===== src/rtl/rv32i_pkg.sv =====
// Shared constants and types for the RV32I load/store unit.
//   F3_*         funct3 width/sign encodings for loads and stores
//   LOAD/STORE   major opcode values the core decodes into LSU requests
//   lsu_state_t  LSU control state
package rv32i_pkg;

    localparam int unsigned XLEN   = 32;
    localparam int unsigned STRB_W = XLEN / 8;
    localparam int unsigned RD_W   = 5;
    localparam int unsigned F3_W_B = 3;

    localparam logic [F3_W_B-1:0] F3_B  = 3'b000;
    localparam logic [F3_W_B-1:0] F3_H  = 3'b001;
    localparam logic [F3_W_B-1:0] F3_W  = 3'b010;
    localparam logic [F3_W_B-1:0] F3_BU = 3'b100;
    localparam logic [F3_W_B-1:0] F3_HU = 3'b101;

    localparam logic [4:0] LOAD  = 5'b00000;
    localparam logic [4:0] STORE = 5'b01000;

    typedef enum logic [1:0] {
        ST_IDLE = 2'd0,
        ST_BUS  = 2'd1,
        ST_RESP = 2'd2
    } lsu_state_t;

endpackage


===== src/rtl/rv32i_lsu_align.sv =====
// Combinational byte-lane logic for the LSU.
//   addr_lo, funct3, store : access offset within the word, width/sign, direction
//   wdata, rdata           : raw store data (lane 0) and raw bus read word
//   wstrb_c, wdata_c       : store byte enables and lane-replicated store data
//   load_c                 : extracted and extended load result
//   misalign_c, illegal_c  : access not naturally aligned / funct3 not valid for direction
module rv32i_lsu_align
    import rv32i_pkg::*;
(
    input  logic [1:0]        addr_lo,
    input  logic [F3_W_B-1:0] funct3,
    input  logic              store,
    input  logic [XLEN-1:0]   wdata,
    input  logic [XLEN-1:0]   rdata,
    output logic [STRB_W-1:0] wstrb_c,
    output logic [XLEN-1:0]   wdata_c,
    output logic [XLEN-1:0]   load_c,
    output logic              misalign_c,
    output logic              illegal_c
);

    logic [7:0]  byte_v;
    logic [15:0] half_v;

    // Lane selection from the read word
    assign byte_v = rdata[{addr_lo, 3'b000} +: 8];
    assign half_v = rdata[{addr_lo[1], 4'b0000} +: 16];

    // Width decode: strobes, store lanes, load extension, legality
    always_comb begin
        wstrb_c    = '0;
        wdata_c    = '0;
        load_c     = '0;
        misalign_c = 1'b0;
        illegal_c  = 1'b0;
        case (funct3)
            F3_B: begin
                wstrb_c = STRB_W'(4'b0001 << addr_lo);
                wdata_c = {4{wdata[7:0]}};
                load_c  = {{24{byte_v[7]}}, byte_v};
            end
            F3_H: begin
                wstrb_c    = STRB_W'(4'b0011 << {addr_lo[1], 1'b0});
                wdata_c    = {2{wdata[15:0]}};
                load_c     = {{16{half_v[15]}}, half_v};
                misalign_c = addr_lo[0];
            end
            F3_W: begin
                wstrb_c    = 4'b1111;
                wdata_c    = wdata;
                load_c     = rdata;
                misalign_c = (addr_lo != 2'b00);
            end
            F3_BU: begin
                load_c    = {24'd0, byte_v};
                illegal_c = store;
            end
            F3_HU: begin
                load_c     = {16'd0, half_v};
                misalign_c = addr_lo[0];
                illegal_c  = store;
            end
            default: illegal_c = 1'b1;
        endcase
        // Reads never drive strobes
        if (!store) begin
            wstrb_c = '0;
        end
    end

endmodule


===== src/rtl/rv32i_lsu.sv =====
// Load/store unit: accepts one decoded load/store at a time from the core,
// runs a single valid/ready bus transfer and returns one response.
//   clk, reset_n            : clock, async active-low reset
//   req_*                   : request handshake and decoded fields
//   resp_*                  : completion pulse with register-file write info
//   mem_*                   : word-addressed data-memory bus
// Parameter TIMEOUT: bus cycles without mem_ready before a bus error (0 = never).
module rv32i_lsu
    import rv32i_pkg::*;
#(
    parameter int unsigned TIMEOUT = 16
) (
    input  logic              clk,
    input  logic              reset_n,
    input  logic              req_valid,
    output logic              req_ready,
    input  logic              req_store,
    input  logic [F3_W_B-1:0] req_funct3,
    input  logic [XLEN-1:0]   req_addr,
    input  logic [XLEN-1:0]   req_wdata,
    input  logic [RD_W-1:0]   req_rd,
    output logic              resp_valid,
    output logic              resp_we,
    output logic [RD_W-1:0]   resp_rd,
    output logic [XLEN-1:0]   resp_data,
    output logic              resp_err,
    output logic              mem_valid,
    input  logic              mem_ready,
    output logic              mem_we,
    output logic [XLEN-1:0]   mem_addr,
    output logic [STRB_W-1:0] mem_wstrb,
    output logic [XLEN-1:0]   mem_wdata,
    input  logic [XLEN-1:0]   mem_rdata
);

    localparam int unsigned CNT_W = (TIMEOUT > 2) ? $clog2(TIMEOUT) : 1;

    lsu_state_t        state;
    logic              lat_store;
    logic [F3_W_B-1:0] lat_funct3;
    logic [1:0]        lat_addr_lo;
    logic [RD_W-1:0]   lat_rd;
    logic [CNT_W-1:0]  tmo_cnt;

    logic              is_idle;
    logic [1:0]        al_addr_lo;
    logic [F3_W_B-1:0] al_funct3;
    logic              al_store;
    logic [STRB_W-1:0] wstrb_c;
    logic [XLEN-1:0]   wdata_c;
    logic [XLEN-1:0]   load_c;
    logic              misalign_c;
    logic              illegal_c;
    logic              timeout_hit;

    // Shared align path sees the live request in IDLE, the latched one afterwards
    assign is_idle    = (state == ST_IDLE);
    assign al_addr_lo = is_idle ? req_addr[1:0] : lat_addr_lo;
    assign al_funct3  = is_idle ? req_funct3 : lat_funct3;
    assign al_store   = is_idle ? req_store : lat_store;

    assign timeout_hit = (TIMEOUT != 0) && (tmo_cnt == CNT_W'(TIMEOUT - 1));

    rv32i_lsu_align u_align (
        .addr_lo    (al_addr_lo),
        .funct3     (al_funct3),
        .store      (al_store),
        .wdata      (req_wdata),
        .rdata      (mem_rdata),
        .wstrb_c    (wstrb_c),
        .wdata_c    (wdata_c),
        .load_c     (load_c),
        .misalign_c (misalign_c),
        .illegal_c  (illegal_c)
    );

    // Control FSM with registered outputs
    always_ff @(posedge clk or negedge reset_n) begin
        if (!reset_n) begin
            state       <= ST_IDLE;
            req_ready   <= 1'b1;
            resp_valid  <= 1'b0;
            resp_we     <= 1'b0;
            resp_rd     <= '0;
            resp_data   <= '0;
            resp_err    <= 1'b0;
            mem_valid   <= 1'b0;
            mem_we      <= 1'b0;
            mem_addr    <= '0;
            mem_wstrb   <= '0;
            mem_wdata   <= '0;
            lat_store   <= 1'b0;
            lat_funct3  <= '0;
            lat_addr_lo <= '0;
            lat_rd      <= '0;
            tmo_cnt     <= '0;
        end else begin
            // Response flags are single-cycle
            resp_valid <= 1'b0;
            resp_we    <= 1'b0;
            resp_err   <= 1'b0;
            case (state)
                ST_IDLE: begin
                    if (req_valid && req_ready) begin
                        lat_store   <= req_store;
                        lat_funct3  <= req_funct3;
                        lat_addr_lo <= req_addr[1:0];
                        lat_rd      <= req_rd;
                        req_ready   <= 1'b0;
                        if (misalign_c || illegal_c) begin
                            // Rejected without touching the bus
                            state      <= ST_RESP;
                            resp_valid <= 1'b1;
                            resp_err   <= 1'b1;
                            resp_data  <= '0;
                            resp_rd    <= req_rd;
                        end else begin
                            state     <= ST_BUS;
                            mem_valid <= 1'b1;
                            mem_we    <= req_store;
                            mem_addr  <= {req_addr[XLEN-1:2], 2'b00};
                            mem_wstrb <= wstrb_c;
                            mem_wdata <= req_store ? wdata_c : '0;
                            tmo_cnt   <= '0;
                        end
                    end
                end
                ST_BUS: begin
                    if (mem_ready || timeout_hit) begin
                        state      <= ST_RESP;
                        mem_valid  <= 1'b0;
                        mem_we     <= 1'b0;
                        mem_wstrb  <= '0;
                        resp_valid <= 1'b1;
                        resp_rd    <= lat_rd;
                        if (mem_ready) begin
                            resp_we   <= !lat_store && (lat_rd != '0);
                            resp_data <= lat_store ? '0 : load_c;
                        end else begin
                            resp_err  <= 1'b1;
                            resp_data <= '0;
                        end
                    end else begin
                        tmo_cnt <= tmo_cnt + 1'b1;
                    end
                end
                ST_RESP: begin
                    state     <= ST_IDLE;
                    req_ready <= 1'b1;
                end
                default: begin
                    state     <= ST_IDLE;
                    req_ready <= 1'b1;
                    mem_valid <= 1'b0;
                end
            endcase
        end
    end

endmodule


===== config.mk =====
export PLATFORM = sky130hd
export DESIGN_NAME = rv32i_lsu
export DESIGN_NICKNAME = d
export VERILOG_FILES = /design/src/rtl/rv32i_pkg.sv /design/src/rtl/rv32i_lsu_align.sv /design/src/rtl/rv32i_lsu.sv
export SDC_FILE = /design/constraint.sdc
export NUM_CORES = 1
export LEC_CHECK = 0
export CAP_MARGIN = 20
export CORE_MARGIN = 1.5
export CORE_UTILIZATION = 45
export DETAILED_ROUTE_END_ITERATION = 12
export GPL_ROUTABILITY_DRIVEN = 0
export PLACE_DENSITY = 0.81
export SLEW_MARGIN = 20
export SYNTH_ARGS = -nofsm -noshare
export SYNTH_HDL_FRONTEND = slang
export SYNTH_SLANG_ARGS = --single-unit

===== constraint.sdc =====
create_clock -name clk -period 5.2 [get_ports clk]
set_input_delay 0.52 -clock clk [delete_from_list [all_inputs] [get_ports clk]]
set_output_delay 0.52 -clock clk [all_outputs]
set_load 0.005 [all_outputs]

==> results of run 1 <==
-- worst register-to-register path: cells and delay by family (launching register included) --
family | cells | cell delay [ps]
multiplexers | 1 | 440
AO/OA/AOI/OAI | 3 | 1380
flip-flops | 1 | 830
AND/OR/NAND/NOR | 2 | 610
-- cell usage after synthesis (all sizes together), types with 3 or more instances --
cell type / n / area (µm²)
a211oi: 3 / 35.0
a22o: 48 / 420
a31oi: 5 / 61.3
nand2: 78 / 295
dfrtp: 125 / 3130
and2: 3 / 18.8
mux2i: 11 / 118
nor2: 27 / 125
a22oi: 7 / 52.6
nand3: 8 / 45.0
clkbuf: 9 / 33.8
nor4b: 3 / 32.5
a221o: 7 / 70.1
o2bb2ai: 10 / 87.6
a21oi: 30 / 154
a21o: 17 / 128
o22ai: 3 / 31.3
nand3b: 3 / 22.5
o21ai: 18 / 90.1
a221oi: 7 / 61.3
buf: 25 / 194
inv: 6 / 22.5
mux2: 49 / 552
-- power by group --
part / total [µW] / leakage, µW / internal [µW] / switching [µW]
combinational: 2280 / 0.00199 / 1250 / 1030
sequential: 1680 / 0.00164 / 1380 / 305
clock: 1190 / 0.000297 / 787 / 407
-- layout make-up --
class | instances | share of cell area
Multi-Input combinational cell | 367 | 0.300
Clock buffer | 25 | 0.0593
Clock inverter | 5 | 0.00875
Tap cell | 176 | 0.0248
Inverter | 6 | 0.00254
Sequential cell | 126 | 0.356
Timing Repair Buffer | 222 | 0.249
-- per-stage QoR --
step | instance area (µm²) | setup WS, ps | power (µW)
after floorplan | 6060 | 2990 | 2890
after global placement | 8270 | 1920 | 3870
after detailed placement | 8270 | 1770 | 3960
after CTS | 8870 | 1870 | 5170
after global routing | 8870 | 1620 | 5440
final | 8870 | 1830 | 5150
-- flip-flops by register name, indices dropped and copies added, names as in the netlist --
signal and flops:
lat_funct3 3, mem_wstrb 4, mem_wdata 32, lat_rd 5, resp_we 1, resp_data 32
resp_valid 1, resp_rd 5, state 2, tmo_cnt 4, mem_we 1, resp_err 1
lat_addr_lo 2, mem_valid 1, mem_addr 30, lat_store 1, req_ready 1
-- worst paths after layout --
kind / from / depth (start not counted) / slack (ps) / to
setup / recovery: state[1] / 6 / 1830 / resp_rd[4]
setup reg to reg: state[1] / 6 / 1830 / resp_rd[4]
hold reg to reg: resp_data[20] / 1 / 470 / resp_data[20]
min in group clk: resp_data[20] / 1 / 470 / resp_data[20]
max in group asynchronous: reset_n / 2 / 3750 / mem_wdata[18]
hold / removal: reset_n / 1 / 260 / resp_err
-- routing by layer --
layer	wire length, µm	up-vias
met4	611	0
met2	8940	286
met5	0	-
met1	7480	2626
li1	-	2379
met3	1230	50
-- logic make-up (layout without fill, tap and decap cells) --
logic type                 Yosys count  in the layout  share of synthesized area
xor gates and xnor gates             2              2                    0.00289
DFF                                126            126                      0.521
buffers and inverters               40            258                     0.0413
and+or+nand+nor                    140            140                      0.110
muxes                               60             60                      0.111
AOI/OAI and AO/OA                  162            162                      0.211
adders and majority gates            1              1                    0.00207
other                                1              2                   0.000620
-- cell usage in the layout (no fill, tap or decap), types with 3 or more instances in the layout --
cell type / netlist / layout
a21oi_1: 29 / 29
dfrtp_1: 125 / 125
clkdlybuf4s50_1: 0 / 216
and2_1: 3 / 3
clkbuf_8: 0 / 7
buf_4: 8 / 6
a221o_1: 7 / 7
a22o_1: 48 / 48
mux2i_1: 9 / 9
a22oi_1: 7 / 7
a21o_1: 17 / 17
nand3_1: 7 / 7
a221oi_1: 7 / 7
a31oi_1: 3 / 3
o2bb2ai_1: 10 / 10
nand3b_1: 3 / 3
clkbuf_16: 0 / 17
mux2_2: 47 / 47
nor2_1: 25 / 25
inv_1: 5 / 5
nand2_1: 77 / 77
o21ai_0: 17 / 17
==> results.yml, run 1 <==
outcome:
  status: "finished clean"
placed_design:
  io_buffers: 217
  dp_hpwl_mm: 13.3
  dp.cells: 897
finish:
  fin_cells: 927
  multi_input_area_um2: 2660
  seq_area_um2: 3150
  syn_to_final_growth_pct: 46.5
  fin_util: 0.672
  drive_above_1_share: 0.136
  n_fill_cell: 985
  diodes: 0
  nNetsFinal: 850
timing:
  setup_viol: 0
  hold_slack_ps: 259
  max_slew.worst_pin.slew_ps: 1060
  setup_tns_ps: 0
  fin_crit_sh: 0.649
  relSlewSlack: 0.289
  rsz0062_at_grt: "false"
  fmax_mhz: 296
  finalHoldViolCount: 0
  final_max_slew_viol_count: 0
  fin_skew_ps: 7.98
  min_period_ps: 3370
yosys:
  synth-main-ff-cell: "dfrtp_1"
  async_reset_ff_frac: 1.00
  syn-instance-count: 532
  synth_cell_types: 62
  seq_area_frac_synth: 0.521
  synthesis.area_um2: 6050
  post_synth.cell_area_avg_um2: 11.4
  synth-seq-cells: 126
  synth-edff-count: 0
  synth_warnings: 0
clocking:
  postCtsSetupBuffers: 0
  cts_tree: "yes"
  cts-root-buf: "clkbuf_16"
  htree_levels: 4
  cts_made_buffers: 17
  clk_latency_ps: 420
  cts_hold_buffers: 0
  cts_max_path_buffers: 2
  post_cts_resized: 0
  clk_pin_slew_ps: 50
  clkSinkCount: 126
worst_setup_path:
  critical_path_class: "flip-flop to flip-flop"
  crit_buf_inv: 0
  cp-end-kind: "flip-flop"
  cp.arrival_ps: 3680
  slowest_stage: "a21oi_4"
  worst-path-max-fanout: 39
  crit_chain: "or2_1 -> a21oi_1 -> o21ai_1 -> nand2_2 -> a21oi_4 -> mux2_2"
  critical-path-top-delay-family: "compound AO/OA/AOI/OAI gates"
  worstPathRequired_ps: 5500
  max_stage_delay_ps: 840
  startpoint_type: "flip-flop"
die:
  rows: 42
  die-width_um: 119
  die_h_um: 119
  start_util: 0.459
  dieArea_um2: 14200
  io_pins: 220
  coreArea_um2: 13200
global_route:
  use_met3: 0.0651
  grt_max_degree: 77
  antenna_found_initial: 0
  track_usage: 0.264
  top_usage_layer: "met2"
  grt_pass1_wl_mm: 28.8
  grtUsageMet2: 0.443
  use_met1: 0.324
  gr-total-overflow: 0
  grt_pass1_vias: 5286
drt:
  ant_nets: 0
  routed_wl_mm: 18.3
  drc_errors: 0
  firstDrtPassIters: 6
  vias: 5341
  avgViaCountPerCell: 5.76
  first_iter_violations: 523
  wl_per_cell_um: 19.7
pwr:
  cellPowerDensity_nw_per_um2: 581
  ir_drop_mv: 0.309
  total_leakage_power_uw: 0.00393
worst_hold_path:
  min_path_type: "primary input to asynchronous set/reset pin"
run:
  drv_cap: 0
(Power assumes the default switching activity.)
==> run 2, diff against run 1 <==
==> constraint.sdc (replaced) <==
create_clock -name clk -period 3.24 [get_ports clk]
set_input_delay 0.324 -clock clk [delete_from_list [all_inputs] [get_ports clk]]
set_output_delay 0.324 -clock clk [all_outputs]
set_load 0.005 [all_outputs]
==> run 2 against run 1 <==
Compared with the run above: flip-flop and latch count unchanged; non-clock buffer count up 8; hold slack got worse by 250 ps; highest routed layer unchanged.
==> results.yml, run 2 (synthesis results as in run 1) <==
worst_setup_path:
  cp-end-kind: "flip-flop"
  r2r-end: "resp_data[26]"
  reg2reg_depth: 6
  rrSetupSlack_ps: 260
  r2r_start: "state[0]"
  critical_path_class: "flip-flop to flip-flop"
  worstPathRequired_ps: 3590
  startpoint_type: "flip-flop"
  worst-path-max-fanout: 25
  cp.arrival_ps: 3340
clocking:
  cts_max_path_buffers: 2
  cts_tree: "yes"
  cts_made_buffers: 17
  clk_latency_ps: 420
  cts-root-buf: "clkbuf_16"
  clk_pin_slew_ps: 60
  postCtsSetupBuffers: 0
  cts_hold_buffers: 0
  htree_levels: 4
  post_cts_resized: 0
  clkSinkCount: 126
drt:
  first_iter_violations: 480
  ant_nets: 0
  firstDrtPassIters: 5
  avgViaCountPerCell: 5.62
  vias: 5263
  drc_errors: 0
  routed_wl_mm: 17.7
  wl_per_cell_um: 18.9
global_route:
  grt_pass1_vias: 5338
  grt_max_degree: 69
  gr-total-overflow: 0
  grt_pass1_wl_mm: 28.6
  antenna_found_initial: 0
  track_usage: 0.259
finish:
  fin_util: 0.678
  diodes: 0
  syn_to_final_growth_pct: 47.8
  drive_above_1_share: 0.148
  layout_commonest_cell: "clkdlybuf4s50_1"
  nNetsFinal: 858
  reg_top3: "mem_wdata (32), resp_data (32), mem_addr (30)"
  layout.cells.most_common_list: "clkdlybuf4s50_1 (216), dfrtp_1 (125), nand2_1 (77)"
  fin_cells: 937
die:
  start_util: 0.459
  die_h_um: 119
  coreArea_um2: 13200
  die-width_um: 119
  dieArea_um2: 14200
  io_pins: 220
  rows: 42
pwr:
  total_leakage_power_uw: 0.00396
  cellPowerDensity_nw_per_um2: 925
  ir_drop_mv: 0.575
timing:
  relSlewSlack: 0.424
  min_period_ps: 2980
  fin_crit_sh: 0.921
  rsz0062_at_grt: "false"
  final_max_slew_viol_count: 0
  fmax_mhz: 335
  max_slew.worst_pin.slew_ps: 865
  fin_skew_ps: 11.1
  setup_tns_ps: 0
  finalHoldViolCount: 0
  setup_viol: 0
placed_design:
  io_buffers: 217
  dp_hpwl_mm: 12.9
  dp.cells: 905
outcome:
  status: "finished clean"
run:
  drv_cap: 0
worst_hold_path:
  min_path_type: "primary input to asynchronous set/reset pin"
==> run 2: changes by cell type in the layout (fill, tap and decap cells not counted) <==
cell	change
clkinvlp_4	+4
clkbuf_8	-5
clkinv_2	+1
buf_4	+6
buf_12	+2
clkinv_4	+1
inv_6	+2
clkbuf_1	-1
==> run 2: power by group <==
part           internal, µW  total [µW]  leakage, µW  switching, µW
combinational          2060        3710      0.00204           1650
sequential             2210        2680      0.00164            465
clock                  1170        1880     0.000278            712
==> run 2: how the worst max path moves through the flow <==
stage	from	endpoint	slack, ps
2_1_floorplan	state[0]	resp_rd[0]	1030
3_3_place_gp	state[0]	resp_data[9]	480
3_5_place_dp	state[0]	resp_data[26]	350
4_1_cts	state[0]	resp_data[26]	340
5_1_grt	state[0]	resp_data[24]	20
6_report	state[0]	resp_data[26]	260
==> run 2: final cells by class <==
class / instances / area [µm²]
tap: 176 / 220
timing repair buffer: 230 / 2290
inverter: 6 / 22.5
clock buffer: 19 / 453
multi-input combinational: 367 / 2660
sequential: 126 / 3150
clock inverter: 13 / 139
fill: 968 / 4250
==> run 2: critical path, stage by stage, from the launching register on <==
cell and delay, ps:
dfrtp_1 770, or2_1 460, mux2_2 440, o21ai_0 250, nand2_1 540, a21oi_1 330, a21o_1 120
==> run 2: per-layer routing <==
layer  vias to the layer above  track usage  part of all wire
li1                       2396            -                 -
met4                         0        0.120             0.033
met5                         -            0                 0
met3                        38       0.0580             0.066
met1                      2590        0.329              0.41
met2                       239        0.424              0.49
==> run 2: per-stage QoR <==
stage,setup WS [ps],power [µW],area (µm²),hold slack [ps]
detailed placement,348,6390,8350,468
global placement,483,6270,8350,463
CTS,345,8300,8940,44.5
floorplan,1030,4650,6060,28.4
global route,17.2,8750,8940,87.6
finish,255,8270,8940,10.4
